===== src/rtl/alu_instr_encoder.sv =====
// alu_instr_encoder: packs operation requests into 32-bit R-type or I-type
// instruction words and queues them in a show-ahead FIFO that feeds the ALU
// over a valid/ready handshake.
// Optional build macro ALU_ENC_ILLEGAL_CHK_EN: when it is defined, accepted
// requests with an illegal op are dropped and raise the sticky err flag. When
// it is not defined, illegal ops are encoded as R-type words and err stays 0.
module alu_instr_encoder #(
    parameter int DEPTH = 4,
    parameter int CNT_W = 3
) (
    input  logic             clk,
    input  logic             rst_n,
    input  logic             flush,
    input  logic             req_valid,
    output logic             req_ready,
    input  logic [3:0]       req_op,
    input  logic [4:0]       req_rd,
    input  logic [4:0]       req_rs,
    input  logic [4:0]       req_rt,
    input  logic [4:0]       req_shift,
    input  logic [15:0]      req_imm,
    output logic             instr_valid,
    input  logic             instr_ready,
    output logic [31:0]      instr_word,
    output logic             instr_is_itype,
    output logic [CNT_W-1:0] fifo_count,
    output logic             err
);

    localparam int AW = $clog2(DEPTH);

    // Each entry holds {is_itype, word}.
    logic [32:0]      r_mem [DEPTH];
    logic [AW-1:0]    r_wr_ptr;
    logic [AW-1:0]    r_rd_ptr;
    logic [CNT_W-1:0] r_count;

    logic [5:0]       w_opcode;
    logic             w_itype;
    logic [31:0]      w_word;
    logic             w_accept;
    logic             w_push;
    logic             w_pop;

    // Translate the request op into an opcode and pack the word for its format.
    always_comb begin
        w_opcode = {2'b00, req_op};
        w_itype  = 1'b0;
        case (req_op)
            4'd8: begin
                w_opcode = 6'b001010;
                w_itype  = 1'b1;
            end
            4'd9: begin
                w_opcode = 6'b001011;
                w_itype  = 1'b1;
            end
            default: begin
                w_opcode = {2'b00, req_op};
                w_itype  = 1'b0;
            end
        endcase
        if (w_itype)
            w_word = {w_opcode, req_rs, req_rd, req_imm};
        else
            w_word = {w_opcode, req_rd, req_rs, req_rt, req_shift, 6'b000000};
    end

    assign req_ready   = (r_count < CNT_W'(DEPTH)) && !flush;
    assign w_accept    = req_valid && req_ready;
    assign instr_valid = (r_count != '0);
    // A pop during a flush is discarded along with the rest of the queue.
    assign w_pop       = instr_valid && instr_ready && !flush;

`ifdef ALU_ENC_ILLEGAL_CHK_EN
    logic w_legal;
    logic r_err;

    assign w_legal = (req_op <= 4'd6) || (req_op == 4'd8) || (req_op == 4'd9);
    assign w_push  = w_accept && w_legal;
    assign err     = r_err;

    // Sticky illegal-op flag; survives flush, cleared only by reset.
    always_ff @(posedge clk or negedge rst_n) begin
        if (!rst_n)
            r_err <= 1'b0;
        else if (w_accept && !w_legal)
            r_err <= 1'b1;
    end
`else
    assign w_push = w_accept;
    assign err    = 1'b0;
`endif

    // Storage array; contents are don't-care until the count marks them valid.
    always_ff @(posedge clk) begin
        if (w_push)
            r_mem[r_wr_ptr] <= {w_itype, w_word};
    end

    // Pointer and occupancy bookkeeping; pointers wrap naturally at DEPTH.
    always_ff @(posedge clk or negedge rst_n) begin
        if (!rst_n) begin
            r_wr_ptr <= '0;
            r_rd_ptr <= '0;
            r_count  <= '0;
        end else if (flush) begin
            r_wr_ptr <= '0;
            r_rd_ptr <= '0;
            r_count  <= '0;
        end else begin
            if (w_push)
                r_wr_ptr <= r_wr_ptr + 1'b1;
            if (w_pop)
                r_rd_ptr <= r_rd_ptr + 1'b1;
            case ({w_push, w_pop})
                2'b10:   r_count <= r_count + 1'b1;
                2'b01:   r_count <= r_count - 1'b1;
                default: r_count <= r_count;
            endcase
        end
    end

    assign fifo_count     = r_count;
    assign instr_word     = instr_valid ? r_mem[r_rd_ptr][31:0] : 32'h0;
    assign instr_is_itype = instr_valid ? r_mem[r_rd_ptr][32] : 1'b0;

endmodule

===== config.mk =====
export PLATFORM = sky130hd
export DESIGN_NAME = alu_instr_encoder
export DESIGN_NICKNAME = d
export VERILOG_FILES = /design/src/rtl/alu_instr_encoder.sv
export SDC_FILE = /design/constraint.sdc
export NUM_CORES = 1
export LEC_CHECK = 0
export CAP_MARGIN = 20
export CORE_MARGIN = 5
export CORE_UTILIZATION = 50
export CTS_CLUSTER_SIZE = 30
export DETAILED_ROUTE_END_ITERATION = 7
export PLACE_DENSITY = 0.77
export SLEW_MARGIN = 20
export SYNTH_ARGS = -nofsm -noshare
export SYNTH_HDL_FRONTEND = slang
export SYNTH_SLANG_ARGS = --single-unit

===== constraint.sdc =====
create_clock -name clk -period 3.9 [get_ports clk]
set_clock_uncertainty 0.1 [all_clocks]
set_input_delay 0.78 -clock clk [delete_from_list [all_inputs] [get_ports clk]]
set_output_delay 0.78 -clock clk [all_outputs]
set_load 0.02 [all_outputs]

* After elaboration in Yosys (flattened, before gate mapping) *
Memories as Yosys holds them, arrays and structs flattened.
Index checks and enable logic that the tools add are counted.

storage, ports and cells
  bits in registers = 7
  RAM bits = 124
  input bits = 45
  output and inout bits = 39
  word-level logic and storage cells = 36
  memories kept = 1

memories
  name   depth  bits a word  rd ports  clocked after Yosys merged registers in  wr ports  line  RTL
  r_mem  4      31           1         0                                        1         33    logic [32:0] r_mem [DEPTH];

cells by class
  add/sub/neg operators = 4
  magnitude comparators = 1
  equal/unequal tests = 4
  mux-type cells = 13
  reduce and logical (&&, ||, !) cells = 10

operators with widths
  operator                                                            number
  32-bit two-way mux                                                  1
  26-bit two-way mux                                                  1
  4-bit == test, second input constant                                2
  2-bit two-way mux                                                   4
  4-bit case mux with 2 select lines                                  1
  3-bit case mux with 2 select lines                                  1
  3-bit nonzero test                                                  2
  2-bit by 1-bit adder with 2-bit output, second input constant       2
  1-bit logical AND                                                   4
  1-bit two-way mux                                                   4
  2-bit nonzero test                                                  2
  3-bit by 1-bit adder with 3-bit output, second input constant       1
  3-bit < comparator, second input constant                           1
  3-bit two-way mux                                                   1
  3-bit by 1-bit subtractor with 3-bit output, second input constant  1
  2-bit by 1-bit == test with 1-bit output, second input constant     1
  2-bit == test, second input constant                                1
  2-bit OR reduction                                                  1
  1-bit zero test                                                     1

* Logic depth before layout (Yosys ltp) *
  depth in word-level cells = 6
  mapped depth = 8
  mapped depth without buffers = 6

* Worst setup path after synthesis *
No wires, ideal clock.

  path type = input-to-reg
  start = input flush
  end = register r_count[2] (netlist: fifo_count[2])
  setup time = 0.082 ns
  arrival time = 2.411 ns
  setup slack = 1.307 ns
  stages = 7
  path through = buf_2 > nor3b_2 > buf_2 > nor3_1 > fa_1 > or4_1 > a31oi_1

between the ends
  word-level cells in the longest chain between the ends = 6
  elaborated cells on any way between the ends = 9

ends and longest elaborated chain
  what                                                                       line    RTL
  from (decl)                                                                13      input logic flush,
  1-bit zero test                                                            69, 73
  1-bit logical AND                                                          69      assign req_ready = (r_count < CNT_W'(DEPTH)) && !flush;
  1-bit logical AND                                                          70      assign w_accept = req_valid && req_ready;
  2-bit by 1-bit == test with 1-bit output or 2-bit == test (tied branches)  116     case ({w_push, w_pop})
  3-bit case mux with 2 select lines                                         116
  3-bit two-way mux                                                          107     end else if (flush) begin
  to (signal assigned)                                                       117     2'b10: r_count <= r_count + 1'b1;
  to (signal assigned)                                                       118     2'b01: r_count <= r_count - 1'b1;
  to (signal assigned)                                                       119     default: r_count <= r_count;
  to (decl)                                                                  36      logic [CNT_W-1:0] r_count;

Several ways; a longest one is shown, not always the timed one.
A chain may end at the register's enable or synchronous reset.

* Final worst setup path *
  start = register r_rd_ptr[0]
  end = output instr_word[29]

between the ends
  word-level cells in the longest chain between the ends = 2

ends and longest elaborated chain
  what                    line  RTL
  from (decl)             35    logic [AW-1:0] r_rd_ptr;
  from (signal assigned)  115   r_rd_ptr <= r_rd_ptr + 1'b1;
  memory read 4 x 31 bit  -
  32-bit two-way mux      125   assign instr_word = instr_valid ? r_mem[r_rd_ptr][31:0] : 32'h0;
  to (decl)               24    output logic [31:0] instr_word,

Every way passes these cells.

==> flow_summary.ini <==
[sta]
tightest_slew_ps = 742
setup_viol = 0
finalSetupTns_ps = 0
layout_setup_ws_ps = 321
rsz0062_at_grt = false
maxSlewViolCount = 0
fmax_mhz = 279
fin_crit_sh_pct = 91.8
max_slew_margin_pct = 50.4
timing_hold_violations_final = 0
post-route-min-period_ps = 3580

[clocking]
ctsResizeCount = 0
cts_tree = done
clk_pin_slew_ps = 60
postCtsSetupBuffers = 0
cts_inserted_buffers = 17
cts_sinks = 131
cts_buffer_depth = 2
clkLatencyLatePin_ps = 510
cts_hold_buf = 0
cts-htree-levels = 4
root_buffer = clkbuf_8

[drt]
drt_pre_antenna_iters = 4
drt_first_iter_violations = 157
drc = 0
drt-total-wl_microns = 10600
wl_per_cell_microns = 20.0
ant_nets = 0
routed_via_density = 5.45
num_vias = 2889

[yosys]
mappedNetlistArea_sq_um = 5600
synthTopCellsByArea = edfxtp_1, mux4_2, mux2_2
synth-edff-count = 124
synthArstFlopShare_pct = 5.34
synth-main-ff-cell = edfxtp_1
synth-seq-cells = 131
ys_types = 39
syn_inst = 285
synth_top_area_share_pct = 66.5
netlist.top_cell.by_area = edfxtp_1
ys.warnings.count = 0
seq_area_frac_synth_pct = 69.7
syn_area_per_cell_sq_um = 19.6

[grt]
grt_overflow = 0
grt_start_max_net_pins = 24
grt_pass1_wl_microns = 16800
antenna_found_initial = 0
grt_pass1_vias = 3105
grt.total_usage_pct = 16.9

[layout]
fill_cells = 747
nets = 427
fin_util_pct = 65.5
n_antenna_cell = 0
area_growth_pct = 27.5
drive_above_1_share_pct = 26.4

[power]
total_leakage_power_nw = 2.37
total_power_w = 0.00374
p_int_w = 0.00286
power.share.clock_pct = 42.1
switching_share_pct = 23.5
power_frac_seq_pct = 43.8
p_per_area_nw_per_um2 = 523
power.switching_w = 0.000879
peakVddDrop_mv = 0.372
combPwrFrac_pct = 14.1

[placement]
gp_congestion = 0.775
pre_cts_ws_ps = 559
dpl.hpwl_microns = 6760
port_buffers = 80

[die]
num_io_pins = 84
initial_core_util_pct = 51.4
fp-row-count = 38
die_y_microns = 116
dieArea_sq_um = 13400
core_sq_um = 10900
fp.dieW_microns = 116

[worst_setup_path]
slowest_delay_ps = 660
cp_top_family = buffers and inverters
cpMaxStageDelayCell = dfrtp_2
start_kind = register
crit_type = reg2out
end_kind = primary output
crit_required_ps = 3020
arrival_ps = 2700
crit_buf_inv = 2
path_max_fanout = 21
path_cells = buf_12 > mux4_1 > nor2b_1 > clkdlybuf4s50_1

[job]
drv_cap = 0

[run_status]
status = completed

[min_path]
hold_path.class = in2async
==> cell usage in the layout, fill, tap and decap left out, types with 3 or more instances in the layout <==
cell | Yosys | final
edfxtp_1 | 124 | 124
clkdlybuf4s50_1 | 0 | 80
mux4_2 | 28 | 28
nor2b_1 | 27 | 27
mux2_2 | 17 | 17
clkbuf_16 | 0 | 16
buf_4 | 5 | 10
and2_1 | 10 | 6
nor2b_4 | 5 | 5
dfrtp_1 | 7 | 5
inv_1 | 4 | 4
and2_2 | 0 | 4
nor2_1 | 4 | 4
ha_1 | 4 | 4
inv_6 | 0 | 4
mux4_1 | 3 | 3
mux2_1 | 3 | 3
nand2_1 | 3 | 3
conb_1 | 1 | 3
bufinv_16 | 0 | 3
clkinv_4 | 0 | 3
==> final cells by class <==
cell class / count / area [sq um] / area share, %
multi-input cells: 131 / 1540 / 21.5
well taps: 140 / 175 / 2.45
repair buffers: 92 / 916 / 12.8
flip-flops and latches: 131 / 3900 / 54.7
clock buffers: 17 / 414 / 5.80
clock inverters: 15 / 180 / 2.52
inverters: 4 / 15.0 / 0.210
==> cell families (layout without fill, tap and decap cells) <==
| group | Yosys count | after routing | share of synthesized area, % |
|---|---|---|---|
| flip-flops | 131 | 131 | 69.7 |
| AND/OR/NAND/NOR | 58 | 58 | 7.09 |
| multiplexers | 51 | 51 | 16.7 |
| buffers and inverters | 25 | 128 | 3.22 |
| AO/OA/AOI/OAI | 10 | 10 | 1.36 |
| adder cells (fa/ha/maj) | 5 | 5 | 1.25 |
| XOR/XNOR | 4 | 4 | 0.626 |
| other | 1 | 3 | 0.0670 |
==> power groups by stage <==
stage / sequential [W] / combinational, W / clock, W
2_1_floorplan: 0.00165 / 0.000342 / 0
3_3_place_gp: 0.00166 / 0.000526 / 0
3_5_place_dp: 0.00167 / 0.000534 / 0
4_1_cts: 0.00164 / 0.000538 / 0.00160
5_1_grt: 0.00164 / 0.000566 / 0.00166
6_report: 0.00164 / 0.000527 / 0.00157
==> metal layers <==
layer  global-route usage [%]  vias up  part of all wire, %
li1                         -     1301                    -
met1                     22.7     1493                   43
met4                     4.49        0                 0.65
met5                        0        -                    0
met3                     4.80        9                  4.5
met2                     27.6       86                   52
==> cell usage after synthesis, types with 2 or more instances <==
master	count
buf_12	3
nor2b_4	5
nand2b_1	2
and2_1	10
buf_4	5
mux2_2	17
o21ai_0	2
mux4_2	28
inv_1	4
nor2b_1	27
nand2_1	3
edfxtp_1	124
xnor2_1	2
clkbuf_1	3
nor2_1	4
mux2_1	3
buf_2	9
xor2_1	2
ha_1	4
mux4_1	3
dfrtp_1	7
==> metrics by stage <==
stage          instance area (sq um)  instances  hold WS, ps
2_1_floorplan                   5600        287          384
3_3_place_gp                    6540        498          508
3_5_place_dp                    6540        498          505
4_1_cts                         7140        530          430
5_1_grt                         7140        530          443
6_report                        7140        530          445
==> state kept, by name, indices dropped and copies added, names as in the netlist <==
signal      cells
r_mem         124
r_rd_ptr        2
fifo_count      3
r_wr_ptr        2
==> final timing paths <==
| path | end | depth (start not counted) | slack [ps] | start |
|---|---|---|---|---|
| max in group asynchronous | r_rd_ptr[0] | 1 | 2970 | rst_n |
| worst min register to register | r_wr_ptr[0] | 2 | 520 | r_wr_ptr[0] |
| worst max register to register | fifo_count[2] | 5 | 1430 | fifo_count[2] |
| worst min-delay path | fifo_count[2] | 1 | 450 | rst_n |
| worst max-delay path | instr_word[29] | 4 | 320 | r_rd_ptr[0] |
| min in group clk | r_wr_ptr[0] | 2 | 520 | r_wr_ptr[0] |
==> worst register-to-register path, stage by stage, from the launching register on <==
cell and delay, ps:
dfrtp_1 510, nor3b_2 540, nor3_1 130, fa_1 410
or4_1 530, a31oi_1 170
Note: power is estimated with default switching activity, not from simulation.
